--- src/rtl/scan_ram_pkg.sv ---
// rtl/scan_ram_pkg.sv - shared widths and word/address types for the scanning RAM core.
package scan_ram_pkg;

  localparam int ADDR_W = 5;
  localparam int DATA_W = 4;
  localparam int DEPTH  = 2 ** ADDR_W;

  typedef logic [ADDR_W-1:0] addr_t;
  typedef logic [DATA_W-1:0] data_t;

endpackage

--- src/rtl/sync_chain.sv ---
// rtl/sync_chain.sv - parameterized-width two-flop synchronizer with async active-high reset.
module sync_chain #(
  parameter int W = 1
) (
  input  logic         clk,
  input  logic         reset,
  input  logic [W-1:0] d_in,
  output logic [W-1:0] d_out
);

  logic [W-1:0] meta_q, meta_d;
  logic [W-1:0] sync_q, sync_d;

  always_comb begin
    meta_d = d_in;
    sync_d = meta_q;
  end

  always_ff @(posedge clk or posedge reset) begin
    if (reset) begin
      meta_q <= '0;
      sync_q <= '0;
    end else begin
      meta_q <= meta_d;
      sync_q <= sync_d;
    end
  end

  assign d_out = sync_q;

endmodule

--- src/rtl/scanning_ram_core.sv ---
// rtl/scanning_ram_core.sv - 32x4 dual-port RAM, synchronized write side, counter-scanned read side.
// Optional SCAN_RAM_WR_FORWARD_EN: same-edge write to the scanned address is forwarded to q.
module scanning_ram_core
  import scan_ram_pkg::*;
#(
  parameter int CNT_W       = 32,
  parameter int RD_ADDR_LSB = 25
) (
  input  logic              clk,
  input  logic              reset,
  input  logic [ADDR_W-1:0] wr_addr_in,
  input  logic [DATA_W-1:0] data_in,
  input  logic              wren_in,
  output logic [ADDR_W-1:0] wr_addr,
  output logic [DATA_W-1:0] wr_data,
  output logic [ADDR_W-1:0] rd_addr,
  output logic [DATA_W-1:0] q
);

  addr_t            wr_addr_s;
  data_t            wr_data_s;
  logic             wren_s;
  addr_t            rd_addr_w;
  logic [CNT_W-1:0] cnt_q, cnt_d;
  data_t            q_q, q_d;
  data_t            mem [DEPTH];
  logic             unused_cnt;

  sync_chain #(.W(ADDR_W)) u_sync_addr (
    .clk   (clk),
    .reset (reset),
    .d_in  (wr_addr_in),
    .d_out (wr_addr_s)
  );

  sync_chain #(.W(DATA_W)) u_sync_data (
    .clk   (clk),
    .reset (reset),
    .d_in  (data_in),
    .d_out (wr_data_s)
  );

  sync_chain #(.W(1)) u_sync_wren (
    .clk   (clk),
    .reset (reset),
    .d_in  (wren_in),
    .d_out (wren_s)
  );

  // Only a slice of the counter addresses the RAM; the rest just sets the scan rate.
  assign rd_addr_w  = cnt_q[RD_ADDR_LSB+ADDR_W-1:RD_ADDR_LSB];
  assign unused_cnt = ^cnt_q;

  always_comb begin
    cnt_d = cnt_q + CNT_W'(1);
  end

  always_comb begin
    q_d = mem[rd_addr_w];
`ifdef SCAN_RAM_WR_FORWARD_EN
    if (wren_s && (wr_addr_s == rd_addr_w)) begin
      q_d = wr_data_s;
    end
`endif
  end

  always_ff @(posedge clk or posedge reset) begin
    if (reset) begin
      cnt_q <= '0;
      q_q   <= '0;
    end else begin
      cnt_q <= cnt_d;
      q_q   <= q_d;
    end
  end

  // Array is deliberately outside the reset domain so contents survive reset.
  always_ff @(posedge clk) begin
    if (wren_s) begin
      mem[wr_addr_s] <= wr_data_s;
    end
  end

  assign wr_addr = wr_addr_s;
  assign wr_data = wr_data_s;
  assign rd_addr = rd_addr_w;
  assign q       = q_q;

endmodule

--- config.mk ---
export PLATFORM = sky130hd
export DESIGN_NAME = scanning_ram_core
export DESIGN_NICKNAME = d
export VERILOG_FILES = /design/src/rtl/scan_ram_pkg.sv /design/src/rtl/sync_chain.sv /design/src/rtl/scanning_ram_core.sv
export SDC_FILE = /design/constraint.sdc
export NUM_CORES = 1
export LEC_CHECK = 0
export ABC_AREA = 1
export ABC_CLOCK_PERIOD_IN_PS = 2700
export CORE_ASPECT_RATIO = 0.6
export CORE_MARGIN = 2
export CORE_UTILIZATION = 45
export DETAILED_ROUTE_END_ITERATION = 10
export PLACE_DENSITY = 0.71
export SYNTH_ARGS = -nofsm -noshare
export SYNTH_HDL_FRONTEND = slang
export SYNTH_SLANG_ARGS = --single-unit
--- constraint.sdc ---
create_clock -name clk -period 2.7 [get_ports clk]
set_clock_uncertainty 0.1 [all_clocks]
set_input_delay 0.405 -clock clk [delete_from_list [all_inputs] [get_ports clk]]
set_output_delay 0.405 -clock clk [all_outputs]
set_load 0.02 [all_outputs]
==> results by group, run 1 <==
Status
  • Status: complete, no violations

Global route
  • Vias in the first global route: 5,153
  • First-pass GRT wire length: 28,300 µm
  • Antenna violations before repair: 0
  • Gr usage total: 21.2%
  • Pin count of the biggest net entering global routing: 66
  • GRT overflow: 0

Synth
  • Top-count cell post-synth: nand2_1
  • Synth unique cells: 29
  • Asr flop ratio synth: 29.7%
  • Syn avg cell area: between 10 and 15 µm²
  • Top cells by count, synth: nand2_1, edfxtp_1, nand3_1
  • Syn nets: 711
  • EDFF count, synth: 128
  • Top cells by area, synth: edfxtp_1, dfrtp_1, nand2_1
  • Post-synth top area cell: edfxtp_1
  • Area share of the largest cell type after synthesis: 50.7%
  • Synth warn: 0
  • Gate Count Post-Synth: between 600 and 700
  • Register area share after synthesis: just under 70%
  • Yosys reg bits: 182
  • Cell area after synthesis: between 7000 and 8000 µm²
  • Most used DFF post-synth: edfxtp_1

Power
  • Power Density: roughly 660 nW/µm²
  • P_int: 4.55 mW
  • Switching Share: 20.7%
  • Pleak: 3.34 nW
  • NetSw: 1.19 mW
  • Seq pwr share: 52.7%
  • Clock power share: roughly 45%
  • Comb power frac: 2.3%
  • Max IR drop VDD: 0.381 mV

Clocking
  • Post_cts resized: 0
  • TritonCTS clock tree: built
  • Root Buffer: clkbuf_16
  • Clock buffer count from CTS: 17
  • CTS sink cnt: between 150 and 200
  • Worst-path clk slew: about 0.070 ns
  • Clock H-tree levels: 4
  • Post-CTS Hold Buffers: 0
  • CTS Buffer Depth: 2
  • Clock latency on the worst-skew pair: 0.42 ns
  • Setup bufs post-CTS: 0

Floorplanning
  • Die area: 17,900 µm²
  • Die height: 104 µm
  • Core Rows: 36
  • Die X: between 150 and 200 µm
  • Area of the core: 16,400 µm²
  • Initial Util: 46.3%
  • Io pins: 30

Finish
  • N_diodes: 0
  • Proportion of layout cells with a drive suffix above 1: 8.63%
  • Number of fill cells: 1,371
  • Layout Nets: 742
  • Area growth syn-to-layout: 14.8%

STA
  • Setup Total Neg Slack: 0 ns
  • Final setup fails: 0
  • Max Clock Freq: 0.421 GHz
  • Final hold violation count: 0
  • Worst Setup Slack, final: 0.324 ns
  • Relative slew slack: a little under three fifths
  • Fin crit share: between 80 and 90%
  • Worst slew pin tran: 0.667 ns
  • Final min period: 2.38 ns
  • RSZ-0062 raised after global routing: false
  • Max-slew violation count: 0

Worst setup path
  • Critical path required time: 2.19 ns
  • Worst-path cell chain: clkdlybuf4s50_1
  • Buffers and inverters on the worst path: 1
  • Origin of the critical flop-to-flop path: u_sync_addr.d_out[0]$_DFF_PP0_
  • Worst path slowest cell: clkdlybuf4s50_1
  • Worst-path fanout max: 16
  • Crit start category: flop
  • CP top delay family: buffers and inverters
  • Crit path DAT: 1.87 ns
  • Max incr delay on CP: 0.74 ns
  • CP Capture Type: output pin
  • Worst Setup Path Type: reg -> out
  • Worst Setup SP: cnt_q[28]$_DFF_PP0_

Placement
  • Final GP Congestion: 0.918
  • Pre-CTS WS: 0.787 ns
  • Post-DP HPWL: 12,100 µm
  • Number of port buffers: 29

Drt
  • Drt total wl: 18,100 µm
  • Pre-Repair DR Iteration Count: 6
  • Detailed-route vias per instance: 5.42
  • Initial DRC Count: approximately 870
  • WL per Instance: 18.7 µm
  • Vias: roughly 5,300
  • DRC errors left: 0
  • Post-DRT Antenna Nets: 0

Min path
  • Class of the worst hold path: in -> async

Run
  • Max Cap Viol: 0
==> through the flow <==
step           total power [mW]  hold slack (ns)  instance area [µm²]  cells  util, %
2_1_floorplan              3.13            0.231                 7570    698        -
3_3_place_gp               3.21            0.232                 8080    938     49.4
3_5_place_dp               3.22            0.235                 8080    938     49.4
4_1_cts                    5.75            0.250                 8690    970     53.2
5_1_grt                    5.88            0.259                 8690    970     53.2
6_report                   5.74            0.237                 8690    970     53.2
==> cells in the final DEF, fill, tap and decap left out, drive strengths merged <==
master	Yosys	layout
bufinv	0	3
nand3b	1	1
nor2	69	69
dfrtp	54	54
clkinvlp	0	1
edfxtp	128	128
clkdlybuf4s50	0	29
buf	23	9
and3	1	1
nand2	256	256
nand3	93	93
inv	22	27
xnor2	8	8
clkinv	0	3
clkbuf	3	20
xor2	10	10
nor3b	1	1
nand4	3	3
nor3	9	9
a21oi	16	16
ha	1	1
==> kinds of logic (layout without fill, tap and decap cells) <==
logic type | Yosys count | after routing | share of synthesized area (%)
AND/OR/NAND/NOR | 433 | 433 | 25.0
XOR/XNOR | 18 | 18 | 2.18
buffers and inverters | 48 | 92 | 3.06
flip-flops | 182 | 182 | 68.6
AO/OA/AOI/OAI | 16 | 16 | 1.06
adder cells (fa/ha/maj) | 1 | 1 | 0.165
==> per-layer routing <==
metal  vias up  track usage, %  part of all wire, %
li1       2401               -                    -
met1      2521            32.2                   46
met2       313            28.3                   40
met3        24            7.91                   12
met4         0            5.69                  1.4
met5         -               0                    0
==> power by group through the flow <==
stage	combinational, mW	sequential (mW)	clock (mW)
2_1_floorplan	0.0309	3.10	0
3_3_place_gp	0.128	3.08	0
3_5_place_dp	0.132	3.08	0
4_1_cts	0.133	3.03	2.59
5_1_grt	0.143	3.03	2.71
6_report	0.131	3.03	2.58
==> sequential cells by signal (all words and copies together), names as in the netlist <==
| name | flops |
|---|---|
| u_sync_data.d_out | 4 |
| u_sync_data.meta_q | 4 |
| u_sync_wren.meta_q | 1 |
| u_sync_wren.d_out | 1 |
| cnt_q | 30 |
| u_sync_addr.d_out | 5 |
| mem | 128 |
| u_sync_addr.meta_q | 5 |
| q | 4 |
==> final cells by class <==
class                   instances  area, µm²  area share (%)
clock buffers                  20        447            5.14
clock inverters                12        164            1.89
inverters                      22       82.6           0.950
multi-input cells             468       2150            24.7
flip-flops and latches        182       5200            59.8
well taps                     228        285            3.28
repair buffers                 38        370            4.26
==> final timing paths <==
kind | end | slack [ns] | depth (start not counted)
min in group clk | u_sync_data.d_out[0]$_DFF_PP0_ | 0.25 | 0
setup / recovery | rd_addr[3] | 0.32 | 1
hold reg to reg | u_sync_data.d_out[0]$_DFF_PP0_ | 0.25 | 0
hold / removal | cnt_q[4]$_DFF_PP0_ | 0.24 | 2
max in group asynchronous | cnt_q[25]$_DFF_PP0_ | 1.69 | 3
setup reg to reg | mem[10][2]$_DFFE_PP_ | 0.76 | 3
No activity file was read; power rests on OpenSTA's default activity.
==> inputs of run 2 (changes only) <==
--- a/config.mk
+++ b/config.mk
@@ -7,11 +7,14 @@
 export LEC_CHECK = 0
 export ABC_AREA = 1
 export ABC_CLOCK_PERIOD_IN_PS = 2700
+export CELL_PAD_IN_SITES_DETAIL_PLACEMENT = 1
+export CELL_PAD_IN_SITES_GLOBAL_PLACEMENT = 1
 export CORE_ASPECT_RATIO = 0.6
 export CORE_MARGIN = 2
-export CORE_UTILIZATION = 45
+export CORE_UTILIZATION = 40
 export DETAILED_ROUTE_END_ITERATION = 10
-export PLACE_DENSITY = 0.71
+export PLACE_DENSITY = 0.76
 export SYNTH_ARGS = -nofsm -noshare
 export SYNTH_HDL_FRONTEND = slang
 export SYNTH_SLANG_ARGS = --single-unit
+export TNS_END_PERCENT = 10
==> run 2 against run 1 <==
Net effect:
- non-clock buffer count unchanged
- die area increased by 12%
- setup slack got worse by 0.14 ns
- global-route usage is 0.10 points lower
- fmax shrank 5.7%
- largest cell class unchanged
- highest routed layer unchanged
==> results by group, run 2 (synthesis gave the netlist of run 1 again) <==
Status
  • Status: complete, no violations (unchanged)

Placement
  • Post-DP HPWL: 13,500 µm (was 12,100 µm)
  • Pre-CTS WS: 0.545 ns (was 0.787 ns)
  • Placed cell count: 950 (was 938)
  • Number of port buffers: 29 (unchanged)
  • DP Area: 8100 µm² (was 8080 µm²)
  • Final GP Congestion: 0.856 (was 0.918)

Finish
  • Layout Nets: 742 (unchanged)
  • Number of fill cells: 1,966 (was 1,371)
  • Commonest cells after routing, fill and taps aside: nand2_1, edfxtp_1, nand3_1 (unchanged)
  • Area growth syn-to-layout: 14.8% (unchanged)
  • Largest registers: mem x128, cnt_q x30 (unchanged)
  • Proportion of layout cells with a drive suffix above 1: 8.76% (was 8.63%)
  • Number of flip-flops in the largest register: 128 (unchanged)
  • Register name with the most flops: mem (unchanged)
  • Multi-input logic area: 2150 µm² (unchanged)
  • Commonest non-fill, non-tap cell in the layout: nand2_1 (unchanged)
  • Register area: 5200 µm² (unchanged)
  • Post-layout util: 47.5% (was 53.2%)
  • Post-route insts no fill: 982 (was 970)
  • Design Area, Final: 8690 µm² (unchanged)
  • N_diodes: 0 (unchanged)

Clocking
  • TritonCTS clock tree: built (unchanged)
  • Root Buffer: clkbuf_16 (unchanged)
  • CTS Buffer Depth: 2 (unchanged)
  • Post_cts resized: 0 (unchanged)
  • Post-CTS Hold Buffers: 0 (unchanged)
  • CTS sink cnt: 182 (unchanged)
  • Worst-path clk slew: 0.07 ns (about the same)
  • Clock buffer count from CTS: 17 (unchanged)
  • Setup bufs post-CTS: 0 (unchanged)
  • Clock latency on the worst-skew pair: 0.45 ns (was 0.42 ns)
  • Clock H-tree levels: 4 (unchanged)

STA
  • Worst Setup Slack, final: 0.181 ns (was 0.324 ns)
  • Hold Slack: 0.225 ns (was 0.237 ns)
  • Worst slew pin tran: 0.736 ns (was 0.667 ns)
  • Relative slew slack: 50.9% (was 55.4%)
  • Final setup fails: 0 (unchanged)
  • Final min period: 2.52 ns (was 2.38 ns)
  • Max-slew violation count: 0 (unchanged)
  • Final hold violation count: 0 (unchanged)
  • Setup Total Neg Slack: 0 ns (unchanged)
  • RSZ-0062 raised after global routing: false (unchanged)
  • Fin crit share: 93.3% (was 88.0%)
  • Max Clock Freq: 0.397 GHz (was 0.421 GHz)

Power
  • Pleak: 3.34 nW (about the same)
  • Final Power: 5.66 mW (was 5.74 mW)
  • Power Density: 651 nW/µm² (was 660 nW/µm²)
  • Max IR drop VDD: 0.367 mV (was 0.381 mV)

Worst setup path
  • Critical path required time: 2.19 ns (about the same)
  • Worst-path cell chain: clkdlybuf4s50_1 (unchanged)
  • Worst Setup Path Type: reg -> out (unchanged)
  • Origin of the critical flop-to-flop path: cnt_q[26]$_DFF_PP0_ (was u_sync_addr.d_out[0]$_DFF_PP0_)
  • Max incr delay on CP: 0.82 ns (was 0.74 ns)
  • CP top delay family: flip-flops (was buffers and inverters)
  • Worst Setup SP: cnt_q[26]$_DFF_PP0_ (was cnt_q[28]$_DFF_PP0_)
  • Crit start category: flop (unchanged)
  • Crit path DAT: 2.01 ns (was 1.87 ns)
  • Worst path slowest cell: dfrtp_1 (was clkdlybuf4s50_1)
  • Buffers and inverters on the worst path: 1 (unchanged)
  • Worst-path fanout max: 15 (was 16)
  • CP Capture Type: output pin (unchanged)

Floorplanning
  • Die height: 111 µm (was 104 µm)
  • Initial Util: 41.4% (was 46.3%)
  • Die X: 182 µm (was 171 µm)
  • Die area: 20,100 µm² (was 17,900 µm²)
  • Area of the core: 18,300 µm² (was 16,400 µm²)
  • Io pins: 30 (unchanged)
  • Core Rows: 38 (was 36)

Drt
  • Drt total wl: 20,000 µm (was 18,100 µm)
  • Detailed-route vias per instance: 5.27 (was 5.42)
  • Pre-Repair DR Iteration Count: 4 (was 6)
  • Post-DRT Antenna Nets: 0 (unchanged)
  • WL per Instance: 20.3 µm (was 18.7 µm)
  • Initial DRC Count: 386 (was 867)
  • Vias: 5,176 (was 5,259)
  • DRC errors left: 0 (unchanged)

Run
  • Max Cap Viol: 0 (unchanged)

Global route
  • Antenna violations before repair: 0 (unchanged)
  • Pin count of the biggest net entering global routing: 68 (was 66)
  • GRT overflow: 0 (unchanged)
  • Vias in the first global route: 5,598 (was 5,153)
  • First-pass GRT wire length: 31,500 µm (was 28,300 µm)
  • Gr usage total: 21.1% (was 21.2%)

Min path
  • Class of the worst hold path: in -> async (unchanged)
run 2: report_power, final:
part / internal (mW) / switching, mW / total, mW
clock network: 1.39 / 1.11 / 2.50
registers: 3.01 / 0.0132 / 3.03
logic: 0.0364 / 0.0954 / 0.132
total: 4.44 / 1.22 / 5.66
run 2: worst paths after layout:
check,cells past startpoint,endpoint,slack (ns)
worst max-delay path,1,rd_addr[1],0.18
worst min-delay path,3,u_sync_data.meta_q[2]$_DFF_PP0_,0.23
worst max register to register,7,cnt_q[29]$_DFF_PP0_,0.66
worst min register to register,0,u_sync_data.d_out[0]$_DFF_PP0_,0.25
max in group asynchronous,3,cnt_q[25]$_DFF_PP0_,2.00
min in group clk,0,u_sync_data.d_out[0]$_DFF_PP0_,0.25
run 2: worst min-delay path: stages:
cell	delay, ns
clkdlybuf4s50_1	0.41
inv_2	0.07
buf_12	0.27
run 2: routing by layer:
metal | GRT usage [%] | part of all wire (%)
met1 | 30.0 | 48
met2 | 32.0 | 45
met3 | 5.18 | 5.8
met4 | 6.45 | 1.4
met5 | 0 | 0
run 2: area by class of cell:
cell class,instances,area share [%]
well taps,240,3.45
multi-input cells,468,24.7
clock inverters,11,1.27
clock buffers,21,5.54
repair buffers,38,4.30
inverters,22,0.950
flip-flops and latches,182,59.8
==> inputs of run 3 (changes only) <==
--- a/config.mk
+++ b/config.mk
@@ -13,7 +13,7 @@
 export CORE_MARGIN = 2
 export CORE_UTILIZATION = 40
 export DETAILED_ROUTE_END_ITERATION = 10
-export PLACE_DENSITY = 0.76
+export PLACE_DENSITY = 0.7
 export SYNTH_ARGS = -nofsm -noshare
 export SYNTH_HDL_FRONTEND = slang
 export SYNTH_SLANG_ARGS = --single-unit
==> run 3 against run 2 <==
Net effect:
- utilization fell by 0.11 points
- sequential power is essentially flat
- via count fell by 0.31%
- largest cell class unchanged
==> results by group, run 3 (synthesis gave the netlist of run 1 again) <==
Power
  • Switching Share: 21.4% (was 21.6%)
  • Max IR drop VDD: 0.474 mV (was 0.367 mV)
  • Pleak: 3.34 nW (about the same)
  • Power Density: 635 nW/µm² (was 651 nW/µm²)
  • Comb power frac: 2.4% (was 2.3%)
  • NetSw: 1.18 mW (was 1.22 mW)
  • Seq pwr share: 55.0% (was 53.5%)
  • Clock power share: 42.6% (was 44.2%)
  • P_int: 4.33 mW (was 4.44 mW)

Worst setup path
  • Buffers and inverters on the worst path: 1 (unchanged)
  • Crit path DAT: 1.75 ns (was 2.01 ns)
  • Setup crit end: rd_addr[0] (was rd_addr[1])
  • CP Capture Type: output pin (unchanged)
  • Worst Setup SP: cnt_q[25]$_DFF_PP0_ (was cnt_q[26]$_DFF_PP0_)
  • Worst-path cell chain: clkdlybuf4s50_1 (unchanged)
  • Origin of the critical flop-to-flop path: u_sync_addr.d_out[1]$_DFF_PP0_ (was cnt_q[26]$_DFF_PP0_)
  • Critical path required time: 2.19 ns (about the same)
  • Worst-path fanout max: 21 (was 15)
  • Flop2flop setup slack: 0.70 ns (was 0.66 ns)
  • Worst path slowest cell: clkdlybuf4s50_1 (was dfrtp_1)
  • Max incr delay on CP: 0.70 ns (was 0.82 ns)
  • Crit start category: flop (unchanged)
  • CP top delay family: buffers and inverters (was flip-flops)
  • Reg-to-reg critical path endpoint: mem[4][2]$_DFFE_PP_ (was cnt_q[29]$_DFF_PP0_)
  • Crit. path cell count: 1 (unchanged)
  • Worst Setup Path Type: reg -> out (unchanged)
  • Number of cells on the worst reg-to-reg path: 3 (was 7)

Placement
  • Post-DP HPWL: 13,800 µm (was 13,500 µm)
  • Final GP Congestion: 0.865 (was 0.856)
  • Number of port buffers: 29 (unchanged)
  • Placed cell count: 953 (was 950)
  • Pre-CTS WS: 0.717 ns (was 0.545 ns)

Finish
  • Register name with the most flops: mem (unchanged)
  • N_diodes: 0 (unchanged)
  • Number of fill cells: 1,951 (was 1,966)
  • Number of flip-flops in the largest register: 128 (unchanged)
  • Commonest non-fill, non-tap cell in the layout: nand2_1 (unchanged)
  • Proportion of layout cells with a drive suffix above 1: 9.13% (was 8.76%)
  • Area growth syn-to-layout: 14.5% (was 14.8%)
  • Largest registers: mem x128, cnt_q x30 (unchanged)
  • Post-route insts no fill: 985 (was 982)
  • Layout Nets: 745 (was 742)
  • Commonest cells after routing, fill and taps aside: nand2_1, edfxtp_1, nand3_1 (unchanged)
  • Post-layout util: 47.4% (was 47.5%)

Clocking
  • Post-CTS Hold Buffers: 0 (unchanged)
  • TritonCTS clock tree: built (unchanged)
  • Setup bufs post-CTS: 0 (unchanged)
  • Worst-path clk slew: 0.07 ns (about the same)
  • Post_cts resized: 0 (unchanged)
  • CTS Buffer Depth: 2 (unchanged)
  • CTS sink cnt: 182 (unchanged)
  • Clock latency on the worst-skew pair: 0.44 ns (was 0.45 ns)
  • Clock buffer count from CTS: 17 (unchanged)
  • Clock H-tree levels: 4 (unchanged)
  • Root Buffer: clkbuf_16 (unchanged)

Floorplanning
  • Core Rows: 38 (unchanged)
  • Area of the core: 18,300 µm² (unchanged)
  • Die X: 182 µm (unchanged)
  • Die height: 111 µm (unchanged)
  • Io pins: 30 (unchanged)
  • Initial Util: 41.4% (unchanged)
  • Die area: 20,100 µm² (unchanged)

Drt
  • DR WL met2: 8290 µm (was 8970 µm)
  • Post-DRT Antenna Nets: 0 (unchanged)
  • WL met1: 10,100 µm (was 9560 µm)
  • Initial DRC Count: 407 (was 386)
  • Detailed-route vias per instance: 5.24 (was 5.27)
  • WL per Instance: 20.3 µm (about the same)
  • Met3 wire len: 1320 µm (was 1150 µm)
  • Drt total wl: 20,000 µm (about the same)
  • Pre-Repair DR Iteration Count: 5 (was 4)
  • Vias: 5,160 (was 5,176)
  • DRC errors left: 0 (unchanged)
  • Highest metal used: met4 (unchanged)

STA
  • Final hold violation count: 0 (unchanged)
  • Final min period: 2.25 ns (was 2.52 ns)
  • RSZ-0062 raised after global routing: false (unchanged)
  • Hold Slack: 0.165 ns (was 0.225 ns)
  • Worst slew pin tran: 0.632 ns (was 0.736 ns)
  • Max Clock Freq: 0.444 GHz (was 0.397 GHz)
  • Setup Total Neg Slack: 0 ns (unchanged)
  • Relative slew slack: 57.7% (was 50.9%)
  • Worst Setup Slack, final: 0.448 ns (was 0.181 ns)
  • Fin crit share: 83.4% (was 93.3%)
  • Max-slew violation count: 0 (unchanged)
  • Final setup fails: 0 (unchanged)

Global route
  • First-pass GRT wire length: 31,300 µm (was 31,500 µm)
  • GRT overflow: 0 (unchanged)
  • Vias in the first global route: 5,351 (was 5,598)
  • Pin count of the biggest net entering global routing: 58 (was 68)
  • Antenna violations before repair: 0 (unchanged)
  • Gr usage total: 21.0% (was 21.1%)

Status
  • Status: complete, no violations (unchanged)

Run
  • Max Cap Viol: 0 (unchanged)

Min path
  • Class of the worst hold path: in -> async (unchanged)
run 3: layout make-up:
cell class	instances	area (µm²)	share of cell area [%]
Sequential cell	182	5200	59.9
Multi-Input combinational cell	468	2150	24.8
Clock buffer	22	484	5.58
Timing Repair Buffer	41	393	4.53
Tap cell	240	300	3.46
Inverter	22	82.6	0.952
Clock inverter	10	68.8	0.793
run 3: how the worst min path moves through the flow:
stage                                          from                        endpoint  cells after the start  slack, ns
CTS                                           reset              cnt_q[4]$_DFF_PP0_                      2       0.17
detailed placement  u_sync_data.meta_q[0]$_DFF_PP0_  u_sync_data.d_out[0]$_DFF_PP0_                      0       0.24
finish                                        reset              cnt_q[4]$_DFF_PP0_                      2       0.17
global route                                  reset              cnt_q[4]$_DFF_PP0_                      2       0.21
floorplan           u_sync_addr.meta_q[0]$_DFF_PP0_  u_sync_addr.d_out[0]$_DFF_PP0_                      0       0.23
global placement    u_sync_data.meta_q[1]$_DFF_PP0_  u_sync_data.d_out[1]$_DFF_PP0_                      0       0.23
run 3: metal layers:
metal / vias up / global-route usage, %
met5: - / 0
met1: 2588 / 31.9
met2: 142 / 29.4
li1: 2407 / -
met4: 0 / 6.45
met3: 23 / 5.38
run 3: stage by stage:
step | power, mW | area [µm²]
3_3_place_gp | 3.22 | 8120
4_1_cts | 5.55 | 8670
6_report | 5.51 | 8670
3_5_place_dp | 3.22 | 8120
5_1_grt | 5.67 | 8670
2_1_floorplan | 3.13 | 7570
run 3: power groups by stage:
stage          Combinational (mW)  Sequential [mW]  Clock, mW
6_report                    0.131             3.03       2.35
3_5_place_dp                0.135             3.09          0
4_1_cts                     0.135             3.03       2.39
2_1_floorplan              0.0309             3.10          0
3_3_place_gp                0.134             3.08          0
5_1_grt                     0.145             3.03       2.50
